`src/rtl/result_display.sv`:
```
// Debounced 7-segment display of a 3-bit result: blanks after reset or a sel change,
// commits a value once it has been stable for STABLE_CYCLES samples. Optional history: RESULT_DISPLAY_HIST_EN.
module result_display #(
  parameter int unsigned STABLE_CYCLES = 4,
  parameter int unsigned BLANK_CYCLES  = 8
) (
  input  logic        clk,
  input  logic        rst,
  input  logic        sel,
  input  logic [2:0]  result,
  output logic [6:0]  seg,
  output logic        valid,
  output logic        changed,
  output logic [7:0]  commits
`ifdef RESULT_DISPLAY_HIST_EN
  ,
  output logic [11:0] hist
`endif
);

  typedef enum logic [1:0] {BLANK, FILTER, SHOW} state_t;

  localparam logic [3:0] SLAST = 4'(STABLE_CYCLES - 1);
  localparam logic [7:0] BLAST = 8'(BLANK_CYCLES - 1);

  state_t      state, state_n;
  logic        sel_q;
  logic [2:0]  cand, cand_n;
  logic [2:0]  disp, disp_n;
  logic [3:0]  scnt, scnt_n;
  logic [7:0]  bcnt, bcnt_n;
  logic [6:0]  seg_n;
  logic        valid_n;
  logic        changed_n;
  logic [7:0]  commits_n;
  logic        commit;
`ifdef RESULT_DISPLAY_HIST_EN
  logic [11:0] hist_n;
`endif

  function automatic logic [6:0] enc(input logic [2:0] v);
    case (v)
      3'd0:    enc = 7'h40;
      3'd1:    enc = 7'h79;
      3'd2:    enc = 7'h24;
      3'd3:    enc = 7'h30;
      3'd4:    enc = 7'h19;
      3'd5:    enc = 7'h12;
      3'd6:    enc = 7'h02;
      default: enc = 7'h78;
    endcase
  endfunction

  always_comb begin
    state_n   = state;
    cand_n    = cand;
    disp_n    = disp;
    scnt_n    = scnt;
    bcnt_n    = bcnt;
    seg_n     = seg;
    valid_n   = valid;
    changed_n = 1'b0;
    commits_n = commits;
    commit    = 1'b0;
`ifdef RESULT_DISPLAY_HIST_EN
    hist_n    = hist;
`endif
    // A sel change pre-empts everything else, including a commit due on this edge.
    if (sel != sel_q) begin
      state_n = BLANK;
      bcnt_n  = '0;
      valid_n = 1'b0;
      seg_n   = 7'h7F;
    end else begin
      case (state)
        BLANK: begin
          if (bcnt == BLAST) begin
            cand_n  = result;
            scnt_n  = 4'd1;
            state_n = FILTER;
          end else begin
            bcnt_n = bcnt + 8'd1;
          end
        end
        FILTER: begin
          if (result == cand) begin
            if (scnt == SLAST) begin
              commit  = 1'b1;
              state_n = SHOW;
            end else begin
              scnt_n = scnt + 4'd1;
            end
          end else begin
            cand_n = result;
            scnt_n = 4'd1;
          end
        end
        SHOW: begin
          if (result != disp) begin
            cand_n  = result;
            scnt_n  = 4'd1;
            state_n = FILTER;
          end
        end
        default: state_n = BLANK;
      endcase
    end

    if (commit) begin
      disp_n    = cand;
      valid_n   = 1'b1;
      changed_n = 1'b1;
      seg_n     = enc(cand);
      commits_n = (commits == 8'hFF) ? commits : commits + 8'd1;
`ifdef RESULT_DISPLAY_HIST_EN
      hist_n    = {hist[8:0], cand};
`endif
    end
  end

  always_ff @(posedge clk) begin
    sel_q <= sel;
    if (rst) begin
      state   <= BLANK;
      bcnt    <= '0;
      scnt    <= '0;
      cand    <= '0;
      disp    <= '0;
      seg     <= 7'h7F;
      valid   <= 1'b0;
      changed <= 1'b0;
      commits <= '0;
`ifdef RESULT_DISPLAY_HIST_EN
      hist    <= '0;
`endif
    end else begin
      state   <= state_n;
      bcnt    <= bcnt_n;
      scnt    <= scnt_n;
      cand    <= cand_n;
      disp    <= disp_n;
      seg     <= seg_n;
      valid   <= valid_n;
      changed <= changed_n;
      commits <= commits_n;
`ifdef RESULT_DISPLAY_HIST_EN
      hist    <= hist_n;
`endif
    end
  end

endmodule

```
`config.mk`:
```
export PLATFORM = sky130hd
export DESIGN_NAME = result_display
export DESIGN_NICKNAME = d
export VERILOG_FILES = /design/src/rtl/result_display.sv
export SDC_FILE = /design/constraint.sdc
export NUM_CORES = 1
export LEC_CHECK = 0
export ABC_AREA = 1
export CAP_MARGIN = 20
export CORE_MARGIN = 2
export CORE_UTILIZATION = 40
export CTS_CLUSTER_SIZE = 14
export DETAILED_ROUTE_END_ITERATION = 7
export PLACE_DENSITY = 0.69
export SYNTH_ARGS = -nofsm -noshare
export SYNTH_HDL_FRONTEND = slang
export SYNTH_SLANG_ARGS = --single-unit
export TNS_END_PERCENT = 100
```
`constraint.sdc`:
```
create_clock -name clk -period 3.4 [get_ports clk]
set_input_delay 0.68 -clock clk [delete_from_list [all_inputs] [get_ports clk]]
set_output_delay 0.68 -clock clk [all_outputs]
set_load 0.005 [all_outputs]
```
; Yosys cells after proc, flatten, opt, wreduce, memory -nomap -nowiden
; Cells that the tools add are included.
; Widths: inputs -> output; s select.
[word_totals]
in_bits = 6
regBits = 38
output_inout_bits = 17
[classes]
addsub = 3
bitwise = 3
reduce_logical = 10
eq_ne = 20
mux = 24
[op_table]
columns = operator, n
row1 = $pmux 7 s7, 1
row2 = $add 8x1->8 const B, 2
row3 = $mux 4, 4
row4 = $mux 7, 2
row5 = $pmux 4 s3, 1
row6 = $ne 2x2->1 const B, 5
row7 = $reduce_and 5->1, 2
row8 = $eq 3x3->1 const B, 3
row9 = $mux 3, 3
row10 = $pmux 3 s3, 1
row11 = $eq 8x3->1 const B, 1
row12 = $eq 8x8->1 const B, 1
row13 = $mux 2, 4
row14 = $mux 1, 7
row15 = $eq 3x2->1 const B, 2
row16 = $pmux 2 s3, 1
row17 = $add 4x1->4 const B, 1
row18 = $eq 4x2->1 const B, 1
row19 = $reduce_and 2->1, 2
row20 = $reduce_and 4->1, 1
row21 = $eq 3x1->1 const B, 1
row22 = $eq 3x3->1, 1
row23 = $logic_not 3->1, 1
row24 = $ne 3x3->1, 1
row25 = other kinds (9), 11

; Longest topological paths before layout
; Gate-level depths: netlist (run 1).
[depth]
ltp_word = 6
mapped_depth = 11

; Worst setup path before layout (run 1)
; No wires, ideal clock.
[synth_timing]
kind = input -> register
start = in sel
end = reg seg[3]
path_buffers = 0
required_time_ps = 3285
arrival_time_ps = 1547
setup_time_ps = 115
cell_stages = 7
setup_slack_ps = 1737
path_cell_list = xor2_1 nor2_2 inv_2 nor2_4 nand3_1 o21ai_0 inv_1
[synth_via]
elab_chain_len = 3
word_cells_on_any_way = 4
[synth_rtl]
columns = item, line
row1 = start: declaration, 9  ; input logic sel,
row2 = $ne 1x1->1 (*), 69  ; if (sel != sel_q) begin
row3 = $mux 1, 69
row4 = $mux 7 or $reduce_bool 2->1 (tied branches), -
row5 = end signal: assignment, 142  ; seg <= seg_n;
row6 = end: declaration, 11  ; output logic [6:0] seg,
; Mark *: on every way between the ends. The rest lies on a longest branch, timed or not.
; A chain may end at the register's enable or synchronous reset.

==> flow_summary.yaml, run 1 <==
clocking:
  htreeDepth: 2
  clkSinkCount: 38
  ctsResizeCount: 0
  clockBufferDepth: 2
  cts_tree: "yes"
  clk_latency_ns: 0.29
  path_clk_slew_ns: 0.08
  hold_buffers: 0
  cts_buffers: 5
  cts-root-buf: "clkbuf_8"
  cts_setup_buffers: 0
layout:
  syn2layout_area_growth_pct: 20.26
  fin_nets: 324
  final_core_util_pct: 50.29
  fin_cells: 383
  fill_cells: 496
  design_area_sq_mm: 0.002391
  antenna-diode-count: 0
  drive_above_1_share_pct: 10.13
floorplan:
  start_util_pct: 41.82
  ios: 23
  design.die.area_sq_mm: 0.005550
  rows: 25
  core_area_sq_mm: 0.004755
  die_w_um: 74.50
  die_height_um: 74.50
pwr:
  switching_share_pct: 20.58
  power_leakage_nw: 0.9399
  power_frac_comb_pct: 4.1
  vdd_drop_max_mv: 0.2324
  switchingPower_mw: 0.1955
  clockPowerShare_pct: 48.7
  p_per_area_mw_per_mm2: 397.3
  total_power_mw: 0.9500
  internal_power_mw: 0.7545
  pwr-share-seq_pct: 47.2
timing:
  fin_worst_skew_ns: 0.006073
  relSlewSlack_pct: 64.71
  setup_viol: 0
  worst_pin_slew_ns: 0.5277
  slew_viol_final: 0
  rsz0062_at_grt: "no"
  min_period_over_period_pct: 63.64
  timing.final.crit_period_ns: 2.164
  fmax_mhz: 462.2
  finalSetupTns_ns: 0
  final_hold_viol_count: 0
global_route:
  grt_max_degree: 14
  antenna_found_initial: 0
  grt_usage_pct: 16.05
  grt_pass1_vias: 1601
  overflow: 0
  grt_pass1_wl_mm: 6.927
detailed_routing:
  vias_per_cell: 4.739
  wl_per_cell_um: 10.59
  ant_nets: 0
  drt_iter0_markers: 133
  drt-pass1-iter-count: 4
  vias: 1815
  routed_wl_mm: 4.057
  drc: 0
yosys:
  synth_edf_count: 0
  synthArstFlopShare_pct: 0
  syn_area_sq_mm: 0.001988
  yosys_warnings: 0
  yosys_register_bits: 38
  synthCells: 291
  ys_seq_area_share_pct: 38.26
  synth_flop_cell: "dfxtp_1"
  synth_area_per_cell_sq_um: 6.832
  yosysUniqueCellTypes: 27
  mappedNetlistNets: 300
setup_path:
  required_ns: 3.59
  path_max_fanout: 13
  arrival_ns: 2.36
  rrSetupSlack_ns: 1.64
  r2r_start: "bcnt[0]"
  reg2reg_depth: 8
  critical_path_class: "in2reg"
  setup.worst_path.end: "seg[3]"
  cp-startpoint: "rst"
  cp-end-kind: "flop"
  reg2reg_to: "scnt[3]"
  start_kind: "primary input"
run_status:
  status: "finished clean"
placed_design:
  placed_cell_area_sq_mm: 0.002253
  hpwl_mm: 2.944
  dp.cells: 375
  numPortBuffers: 22
  globalplace.congestion: 0.8059
job:
  max_cap_viol_count: 0
hold_path:
  hp-class: "reg2reg"
[worst max-delay path, stage by stage]
cell and delay (ns):
clkdlybuf4s50_1 0.67, nor2_2 0.44, inv_2 0.13, nor2_4 0.21, nand3_1 0.10, o21ai_0 0.08
inv_1 0.05
[worst min path at each step]
| stage | from | endpoint | slack (ns) | cells past startpoint |
|---|---|---|---|---|
| finish | valid | valid | 0.47 | 2 |
| floorplan | valid | valid | 0.45 | 2 |
| detailed placement | valid | valid | 0.45 | 2 |
| global route | valid | valid | 0.49 | 2 |
| global placement | valid | valid | 0.45 | 2 |
| CTS | valid | valid | 0.46 | 2 |
[placed cells by master (no fill, tap or decap), drive strengths merged, types with 2 or more instances in the layout]
master	Yosys	layout
nor3	5	5
dfxtp	38	38
clkinv	1	2
nand3	29	29
xor2	7	7
nand4	5	5
clkdlybuf4s50	0	22
bufinv	0	2
clkbuf	1	5
nor2	49	49
a21oi	17	17
nand2	74	74
o21ai	14	14
inv	40	40
ha	3	3
[metal layers]
layer | track usage [%] | routed length (um)
met5 | 0 | 0
met4 | 5.754 | 49
met1 | 21.68 | 2103
met3 | 3.930 | 160
met2 | 24.98 | 1743
[layout make-up]
cell class | count | area, sq um | area share, %
inverter | 41 | 156.4 | 6.541
clock inverter | 3 | 68.82 | 2.878
tap | 67 | 83.83 | 3.506
clock buffer | 5 | 68.82 | 2.878
timing repair buffer | 22 | 220.2 | 9.210
multi-input combinational | 207 | 1032 | 43.17
sequential | 38 | 760.7 | 31.82
[synthesized netlist by cell type (2+ instances only)]
| library cell | instances | area (sq um) |
|---|---|---|
| a21oi_1 | 17 | 85.08 |
| buf_6 | 2 | 22.52 |
| dfxtp_1 | 38 | 760.7 |
| ha_1 | 3 | 37.54 |
| inv_1 | 33 | 123.9 |
| inv_2 | 6 | 22.52 |
| nand2_1 | 69 | 259.0 |
| nand2_2 | 5 | 31.28 |
| nand3_1 | 27 | 135.1 |
| nand3_2 | 2 | 20.02 |
| nand4_1 | 4 | 25.02 |
| nor2_1 | 41 | 153.9 |
| nor2_2 | 2 | 12.51 |
| nor2_4 | 6 | 67.56 |
| nor3_1 | 5 | 25.02 |
| o21ai_0 | 14 | 70.07 |
| xor2_1 | 7 | 61.31 |
[power by group through the flow]
stage | Combinational, mW | Sequential [mW] | Clock, mW
2_1_floorplan | 0.0251 | 0.459 | 0
3_3_place_gp | 0.0385 | 0.459 | 0
3_5_place_dp | 0.0387 | 0.459 | 0
4_1_cts | 0.0390 | 0.449 | 0.472
5_1_grt | 0.0439 | 0.449 | 0.491
6_report | 0.0387 | 0.449 | 0.462
[logic make-up after synthesis]
family	count (synthesis)	share of synthesized area, %
flip-flops	38	38.26
XOR/XNOR	8	3.524
buffers and inverters	46	9.817
AND/OR/NAND/NOR	164	38.39
AO/OA/AOI/OAI	32	8.119
adder cells (fa/ha/maj)	3	1.888
[sequential cells by signal, indices dropped and copies added (netlist names)]
register / count
bcnt: 8
commits: 8
sel_q: 1
state: 2
valid: 1
disp: 3
cand: 3
changed: 1
scnt: 4
seg: 7
[per-stage QoR]
step | setup WS, ns | hold slack, ns
2_1_floorplan | 1.737 | 0.4462
3_3_place_gp | 0.9688 | 0.4534
3_5_place_dp | 0.9359 | 0.4460
4_1_cts | 1.235 | 0.4610
5_1_grt | 1.053 | 0.4862
6_report | 1.236 | 0.4657
(Power assumes the default switching activity.)
==> run 2: changes to the inputs <==
--- a/config.mk
+++ b/config.mk
@@ -11,7 +11,7 @@
 export CORE_UTILIZATION = 40
 export CTS_CLUSTER_SIZE = 14
 export DETAILED_ROUTE_END_ITERATION = 7
-export PLACE_DENSITY = 0.69
+export PLACE_DENSITY = 0.72
 export SYNTH_ARGS = -nofsm -noshare
 export SYNTH_HDL_FRONTEND = slang
 export SYNTH_SLANG_ARGS = --single-unit
==> constraint.sdc (replaced) <==
create_clock -name clk -period 1.8 [get_ports clk]
set_input_delay 0.36 -clock clk [delete_from_list [all_inputs] [get_ports clk]]
set_output_delay 0.36 -clock clk [all_outputs]
set_load 0.005 [all_outputs]
==> run 2 against run 1 <==
Net effect: first-iteration DRC count fell by 32%; clock power rose by 24%; design area rose by 6.5%; sequential cell count did not move; wire length rose by 3.3%; worst hold slack got worse by 0.014 ns; count of clock-buffer cells in the layout rose by 1; core utilization rose by 3.3 points; cell count rose by 5.7%; critical path depth rose by 2; combinational power rose by 140%; via count rose by 2.9%.
==> flow_summary.yaml, run 2 (synthesis gave the netlist of run 1 again) <==
run_status:
  status: "finished clean"
pwr:
  power_leakage_nw: 1.053
  internal_power_mw: 1.182
  switchingPower_mw: 0.3309
  clockPowerShare_pct: 37.7
  switching_share_pct: 21.88
  p_per_area_mw_per_mm2: 594.1
  pwr-share-seq_pct: 56.1
  power_frac_comb_pct: 6.2
  vdd_drop_max_mv: 0.2861
  total_power_mw: 1.513
global_route:
  grt_usage_pct: 16.70
  antenna_found_initial: 0
  grt_max_degree: 14
  grt_pass1_vias: 1726
  grt_pass1_wl_mm: 7.176
  overflow: 0
hold_path:
  hp-class: "reg2reg"
detailed_routing:
  highest_layer: "met4"
  dr_wl_met3_um: 194
  routed_wl_mm: 4.190
  vias_per_cell: 4.612
  drt-met1-wl_mm: 2.011
  met2WireLength_mm: 1.909
  vias: 1868
  drt_iter0_markers: 91
  drt-pass1-iter-count: 4
  drc: 0
  wl_per_cell_um: 10.35
  ant_nets: 0
setup_path:
  required_ns: 2.02
  cp-end-kind: "flop"
  critical_path_class: "reg2reg"
  arrival_ns: 1.87
  reg2reg_depth: 9
  reg2reg_to: "commits[6]"
  cp-startpoint: "cand[0]"
  rrSetupSlack_ns: 0.14
  r2r_start: "cand[0]"
  path_max_fanout: 8
  start_kind: "flop"
  setup.worst_path.end: "commits[6]"
layout:
  top_regs: "bcnt: 8 flops, commits: 8 flops, seg: 7 flops"
  syn2layout_area_growth_pct: 28.07
  layout_commonest_cell: "nand2_1"
  antenna-diode-count: 0
  drive_above_1_share_pct: 16.57
  fin_nets: 348
  layout_common_cells: "nand2_1 (69), nor2_1 (40), dfxtp_1 (38), inv_1 (33), nand3_1 (27)"
timing:
  setup_viol: 0
  min_period_over_period_pct: 92.01
  rsz0062_at_grt: "yes"
  fin_worst_skew_ns: 0.005533
  timing.final.crit_period_ns: 1.656
  worst_pin_slew_ns: 0.4484
  fin_hold_ws_ns: 0.4514
  final_hold_viol_count: 0
  slew_viol_final: 0
  fmax_mhz: 603.8
  relSlewSlack_pct: 70.01
  finalSetupTns_ns: 0
placed_design:
  globalplace.congestion: 0.8798
  hpwl_mm: 3.105
  numPortBuffers: 22
clocking:
  hold_buffers: 0
  cts_buffers: 5
  cts-root-buf: "clkbuf_8"
  htreeDepth: 2
  path_clk_slew_ns: 0.07
  clockBufferDepth: 2
  cts_tree: "yes"
  clkSinkCount: 38
  clk_latency_ns: 0.28
floorplan:
  start_util_pct: 41.82
  ios: 23
  core_area_sq_mm: 0.004755
  design.die.area_sq_mm: 0.005550
  die_height_um: 74.50
  die_w_um: 74.50
  rows: 25
job:
  max_cap_viol_count: 0
[run 2: cell types whose count changed in the layout (fill, tap and decap cells not counted), sizes merged]
cell           previous run  this run
clkbuf                    5         6
clkdlybuf4s50            22        20
dlymetal6s2s              0         2
buf                       0        24
clkinv                    2         1
bufinv                    2         0
[run 2: power groups by stage]
stage	sequential, mW	clock, mW	combinational [mW]
floorplan	0.867	0	0.0475
global placement	0.867	0	0.0927
detailed placement	0.867	0	0.0941
CTS	0.848	0.592	0.0946
global route	0.848	0.630	0.105
finish	0.848	0.571	0.0937
[run 2: per-stage QoR]
step | util (%) | cell area, sq um | cells | worst slack (ns)
4_1_cts | 52.29 | 2486 | 401 | 0.04357
5_1_grt | 53.55 | 2546 | 405 | -0.02114
2_1_floorplan | - | 1988 | 291 | 0.2472
3_5_place_dp | 50.55 | 2404 | 395 | -0.2539
3_3_place_gp | 50.55 | 2404 | 395 | -0.1900
6_report | 53.55 | 2546 | 405 | 0.1438
[run 2: metal layers]
layer,global-route usage [%],vias up
met2,28.02,34
met5,0,-
li1,-,1007
met1,20.47,820
met3,4.878,7
met4,5.754,0
[run 2: layout make-up]
type                            instances  area (sq um)
Inverter                               41         156.4
Multi-Input combinational cell        207          1037
Clock buffer                            6         82.58
Timing Repair Buffer                   46         425.4
Tap cell                               67         83.83
Sequential cell                        38         760.7
Fill cell                             487          2208
[run 2: repair_timing]
action / in CTS / in global routing
gates resized for setup: 0 / 6
setup endpoints to repair: 0 / 18
setup buffers: 0 / 4
[run 2: worst min path at each step]
stage,startpoint,end,slack (ns),cells past startpoint
6_report,valid,valid,0.45,2
5_1_grt,valid,valid,0.50,2
2_1_floorplan,sel,sel_q,0.39,0
4_1_cts,valid,valid,0.46,2
3_3_place_gp,valid,valid,0.44,2
3_5_place_dp,valid,valid,0.45,2
[run 2: worst max-delay path, stage by stage, from the launching register on]
cell     delay [ns]
dfxtp_1        0.50
inv_2          0.08
nand2_1        0.08
nand2_2        0.07
nor2_4         0.14
nand4_4        0.13
nor2_4         0.23
buf_6          0.15
nand3_1        0.06
a21oi_1        0.14
